<file path="config.mk">
export PLATFORM = sky130hd
export DESIGN_NAME = gpio_regs
export DESIGN_NICKNAME = d
export VERILOG_FILES = /design/src/rtl/gpio_regs.sv
export SDC_FILE = /design/constraint.sdc
export NUM_CORES = 1
export LEC_CHECK = 0
export BUFFER_PORTS_ARGS = -buffer_cell sky130_fd_sc_hd__buf_2
export CAP_MARGIN = 5
export CORE_ASPECT_RATIO = 1.1
export CORE_MARGIN = 5
export CORE_UTILIZATION = 37
export CTS_CLUSTER_SIZE = 40
export DETAILED_ROUTE_END_ITERATION = 10
export PLACE_DENSITY_LB_ADDON = 0.2
export SYNTH_ARGS = -nofsm -noshare
export SYNTH_HDL_FRONTEND = slang
export SYNTH_SLANG_ARGS = --single-unit
</file>
<file path="constraint.sdc">
create_clock -name clk -period 2.5 [get_ports clk]
set_clock_uncertainty 0.1 [all_clocks]
set_input_delay 0.25 -clock clk [delete_from_list [all_inputs] [get_ports clk]]
set_output_delay 0.25 -clock clk [all_outputs]
set_load 0.01 [all_outputs]
</file>
<file path="src/rtl/gpio_regs.sv">
// gpio_regs: memory-mapped register front end for the GPIO bank.
// Holds DIR/OUT, reads back the pin inputs, and (optionally) latches
// edge events into an interrupt status register.
// Optional feature macro: GPIO_IRQ_EN (edge detect, IRQ_RISE/IRQ_FALL/
// IRQ_STAT registers and irq). Without it those offsets act as unmapped
// and irq is tied low.
module gpio_regs #(
  parameter int N = 28
) (
  input  logic          clk,
  input  logic          reset,
  input  logic          bus_valid,
  input  logic          bus_we,
  input  logic [5:0]    bus_addr,
  input  logic [31:0]   bus_wdata,
  output logic [31:0]   bus_rdata,
  output logic          bus_ack,
  output logic [N-1:0]  gpio_dir,
  output logic [N-1:0]  gpio_out,
  input  logic [N-1:0]  gpio_in,
  output logic          irq
);

  // Register word indices (bus_addr[5:2])
  localparam logic [3:0] A_DIR      = 4'h0;
  localparam logic [3:0] A_OUT      = 4'h1;
  localparam logic [3:0] A_IN       = 4'h2;
  localparam logic [3:0] A_OUT_SET  = 4'h3;
  localparam logic [3:0] A_OUT_CLR  = 4'h4;
  localparam logic [3:0] A_OUT_TGL  = 4'h5;
`ifdef GPIO_IRQ_EN
  localparam logic [3:0] A_IRQ_RISE = 4'h6;
  localparam logic [3:0] A_IRQ_FALL = 4'h7;
  localparam logic [3:0] A_IRQ_STAT = 4'h8;
`endif

  logic          wr_en;
  logic          rd_en;
  logic [3:0]    sel;
  logic [N-1:0]  wdata;

  assign wr_en = bus_valid & bus_we;
  assign rd_en = bus_valid & ~bus_we;
  assign sel   = bus_addr[5:2];
  assign wdata = bus_wdata[N-1:0];

  // Byte-lane bits of the address and write-data bits above N carry no meaning.
  logic unused_addr;
  assign unused_addr = ^bus_addr[1:0];

  genvar gi;
  generate
    if (N < 32) begin : g_unused_wdata
      logic unused_wdata;
      assign unused_wdata = ^bus_wdata[31:N];
    end
  endgenerate

  logic [N-1:0]  dir_q, dir_d;
  logic [N-1:0]  out_q, out_d;
  logic          ack_q;
  logic [31:0]   rdata_q, rdata_d;
  logic [N-1:0]  rd_val;

`ifdef GPIO_IRQ_EN
  logic [N-1:0]  in_prev_q;
  logic [N-1:0]  rise_q, rise_d;
  logic [N-1:0]  fall_q, fall_d;
  logic [N-1:0]  stat_q, stat_d;
  logic [N-1:0]  w1c_mask;
  logic [N-1:0]  edge_evt;
  logic          irq_q;

  // Per-line edge detection; lines configured as outputs never raise events.
  generate
    for (gi = 0; gi < N; gi++) begin : g_edge
      assign edge_evt[gi] = ~dir_q[gi] &
                            (( gpio_in[gi] & ~in_prev_q[gi] & rise_q[gi]) |
                             (~gpio_in[gi] &  in_prev_q[gi] & fall_q[gi]));
    end
  endgenerate

  // Interrupt register next state; a fresh edge beats a same-cycle W1C.
  always_comb begin
    rise_d   = rise_q;
    fall_d   = fall_q;
    w1c_mask = '0;
    if (wr_en) begin
      case (sel)
        A_IRQ_RISE: rise_d   = wdata;
        A_IRQ_FALL: fall_d   = wdata;
        A_IRQ_STAT: w1c_mask = wdata;
        default: ;
      endcase
    end
    stat_d = (stat_q & ~w1c_mask) | edge_evt;
  end

  // Interrupt state registers; irq follows the updated status directly.
  always_ff @(posedge clk) begin
    if (reset) begin
      in_prev_q <= '0;
      rise_q    <= '0;
      fall_q    <= '0;
      stat_q    <= '0;
      irq_q     <= 1'b0;
    end else begin
      in_prev_q <= gpio_in;
      rise_q    <= rise_d;
      fall_q    <= fall_d;
      stat_q    <= stat_d;
      irq_q     <= |stat_d;
    end
  end

  assign irq = irq_q;
`else
  assign irq = 1'b0;
`endif

  // DIR/OUT next state, including the set/clear/toggle aliases of OUT.
  always_comb begin
    dir_d = dir_q;
    out_d = out_q;
    if (wr_en) begin
      case (sel)
        A_DIR:     dir_d = wdata;
        A_OUT:     out_d = wdata;
        A_OUT_SET: out_d = out_q | wdata;
        A_OUT_CLR: out_d = out_q & ~wdata;
        A_OUT_TGL: out_d = out_q ^ wdata;
        default: ;
      endcase
    end
  end

  // Read mux; write-only, unmapped and write cycles all return zero.
  always_comb begin
    rd_val = '0;
    case (sel)
      A_DIR:      rd_val = dir_q;
      A_OUT:      rd_val = out_q;
      A_IN:       rd_val = gpio_in;
`ifdef GPIO_IRQ_EN
      A_IRQ_RISE: rd_val = rise_q;
      A_IRQ_FALL: rd_val = fall_q;
      A_IRQ_STAT: rd_val = stat_q;
`endif
      default:    rd_val = '0;
    endcase
    rdata_d = rd_en ? 32'(rd_val) : 32'h0;
  end

  // Bus-side registers: ack one cycle after each request, data captured with it.
  always_ff @(posedge clk) begin
    if (reset) begin
      dir_q   <= '0;
      out_q   <= '0;
      ack_q   <= 1'b0;
      rdata_q <= '0;
    end else begin
      dir_q   <= dir_d;
      out_q   <= out_d;
      ack_q   <= bus_valid;
      rdata_q <= rdata_d;
    end
  end

  assign bus_ack   = ack_q;
  assign bus_rdata = rdata_q;
  assign gpio_dir  = dir_q;
  assign gpio_out  = out_q;

endmodule

</file>
==> out/results.txt <==
Status = finished, final reports clean
Cell Chain, Critical Path = buf_2 -> nand2_1 -> nor2_1 -> a221oi_1 -> o31ai_1
Post-Synthesis Cells = 614
Post-DP HPWL = 10800 um
Clock Tree Buf Depth = 2
Chip height = 133 um
Synth top area share = 0.335
Commonest non-fill, non-tap cell in the layout = buf_2
Filler cell count = 1407
RD Place Congestion = 0.790
Die width = 122 um
Port Buffers = 148
Root Driver = clkbuf_16
Hold buffer count at CTS = 0
CP Class = in -> reg
R2R cell count = 6
Total Routed Length = 15300 um
Layout area overhead = 25.0%
Tmin final = 1.69 ns
Post-layout instance area = 6340 um2
CTS resizes = 0
# diodes = 0
Largest net degree at the start of global routing = 34
Slowest cell on the critical path = nor2_1
Crit. End Element = register
Max Fclk = 593 MHz
DR DRC count = 0
DR iter-0 viols = 271
Hold WC Path Type = in -> reg
Startpoint Class = input port
Num ports = 160
TritonCTS clock tree = built
Clk slew on worst S/H paths = 0.06 ns
Remaining antenna violation count after routing = 0
Netlist cell types = 30
Later-pin clock latency in the skew report = 0.34 ns
RSZ-0062 raised after global routing = false
Clock sinks = 85
Core box area = 13600 um2
Pwr dens = 513 nW/um2
Drt pass-1 iters = 4
Final setup viols = 0
CP Data Required Time = 2.65 ns
Number of antenna violations at the first check in global routing = 1
Max Cap Violations = 0
Row count = 45
Max stage delay on crit path = 0.85 ns
Routed vias = 4693
Most frequent cells in the layout = buf_2, nor2_1, dfxtp_1, inv_1
Crit share post-route = 0.675
VDD IR max = 0.244 mV
Slew HR = 0.234
Top delay family on crit path = simple AND/OR/NAND/NOR gates
Hold Path Depth = 3
CP Max Fanout = 14
Yosys reg bits = 85
Sequential element share of the synthesized area = 0.335
Total GRT Usage = 0.190
Area of placed instances = 6030 um2
Initial Util = 0.373
Postcts setup bufs = 0
Yosys warns = 0
Worst EP arrival = 1.84 ns
H-Tree Depth = 3
Max-slew violations = 0
Area contributors post-synth = dfxtp_1, ha_1, mux2i_1
Overflow left after global routing = 0
Drt via density = 4.99
Avg Synthesized Cell Area = 8.27 um2
Static Leakage = 3.24 nW
Wire per inst = 16.2 um
First-pass GRT wire length = 24600 um
Die Footprint = 16200 um2
Final Hold Fails = 0
Cell area after synthesis = 5080 um2
Final setup TNS = 0 ns
Vias in the first global route = 4878
Total CTS buffers = 9
Share of layout cells above drive strength 1 = 0.250
Worst slew pin tran = 1.14 ns
CP bufs+invs = 1
Number of cells on the critical path = 5
Largest area contributor in the netlist = dfxtp_1
Layout Nets = 875
[state kept, by name (all words and copies together), names as in the netlist]
signal / count
gpio_out: 28
bus_rdata: 28
gpio_dir: 28
bus_ack: 1
[tightest hold or removal path: stages]
cell     delay, ns
buf_2         0.08
a21oi_1       0.05
nor2_1        0.07
[worst paths after layout]
| kind | startpoint | slack [ns] | end |
|---|---|---|---|
| hold reg to reg | gpio_dir[23]$_SDFFE_PP0P_ | 0.41 | gpio_dir[23]$_SDFFE_PP0P_ |
| setup / recovery | bus_addr[4] | 0.81 | gpio_out[16]$_SDFFE_PP0P_ |
| setup reg to reg | gpio_out[11]$_SDFFE_PP0P_ | 1.08 | gpio_out[11]$_SDFFE_PP0P_ |
| hold / removal | gpio_in[14] | 0.03 | bus_rdata[14]$_SDFF_PP0_ |
[cell usage after synthesis]
library cell and instances:
mux2i_1 56, nor3b_2 1, nor2_1 101, dfxtp_1 85, buf_1 3, o21a_1 1
conb_1 1, clkbuf_1 19, o2111ai_1 1, ha_1 56, o21ai_0 27, o31ai_1 14
and3b_1 1, a21oi_1 28, o21ai_1 1, a221oi_1 14, buf_6 1, buf_4 9
nand3b_1 28, or2_1 1, buf_2 17, nand2_1 30, nor2b_4 1, nor3b_1 1
o22ai_1 14, nor2b_1 3, nand3_1 1, a21o_1 14, inv_1 71, a22oi_1 14
[routing by layer]
layer | wire length [um] | share of wire | GRT usage
met1 | 6480 | 0.42 | 0.241
met2 | 7700 | 0.50 | 0.324
met3 | 805 | 0.053 | 0.0342
met4 | 289 | 0.019 | 0.0654
met5 | 13 | 0.00085 | 0
[report_power, final]
group          switching [mW]  internal [mW]  leakage, nW  total (mW)
Sequential             0.0174           1.37        0.686        1.39
Combinational           0.245          0.169         2.40       0.415
Clock                   0.555          0.896        0.152        1.45
Total                   0.818           2.44         3.24        3.25
[area by class of cell]
class,instances,area [um2],area share
sequential,85,1700,0.268
inverter,71,267,0.0420
multi-input combinational,413,2900,0.457
clock buffer,11,243,0.0383
clock inverter,4,72.6,0.0114
tap,188,235,0.0371
timing repair buffer,169,923,0.146
[logic make-up after synthesis]
| kind of cell | after synthesis | synth area share |
|---|---|---|
| and+or+nand+nor | 168 | 0.153 |
| buffers and inverters | 120 | 0.101 |
| AOI/OAI and AO/OA | 128 | 0.162 |
| muxes | 56 | 0.110 |
| DFF | 85 | 0.335 |
| adders and majority gates | 56 | 0.138 |
| other | 1 | 0.000739 |
[through the flow]
step | worst slack (ns) | util | hold WS, ns | total power [mW] | instances
floorplan | 0.989 | - | 0.278 | 1.67 | 618
global placement | 0.521 | 0.442 | 0.377 | 1.81 | 926
detailed placement | 0.494 | 0.442 | 0.383 | 1.84 | 926
CTS | 0.858 | 0.466 | 0.0201 | 3.30 | 941
global route | 0.677 | 0.466 | 0.0365 | 3.40 | 941
finish | 0.813 | 0.466 | 0.0313 | 3.25 | 941
No activity file was read; power rests on OpenSTA's default activity.
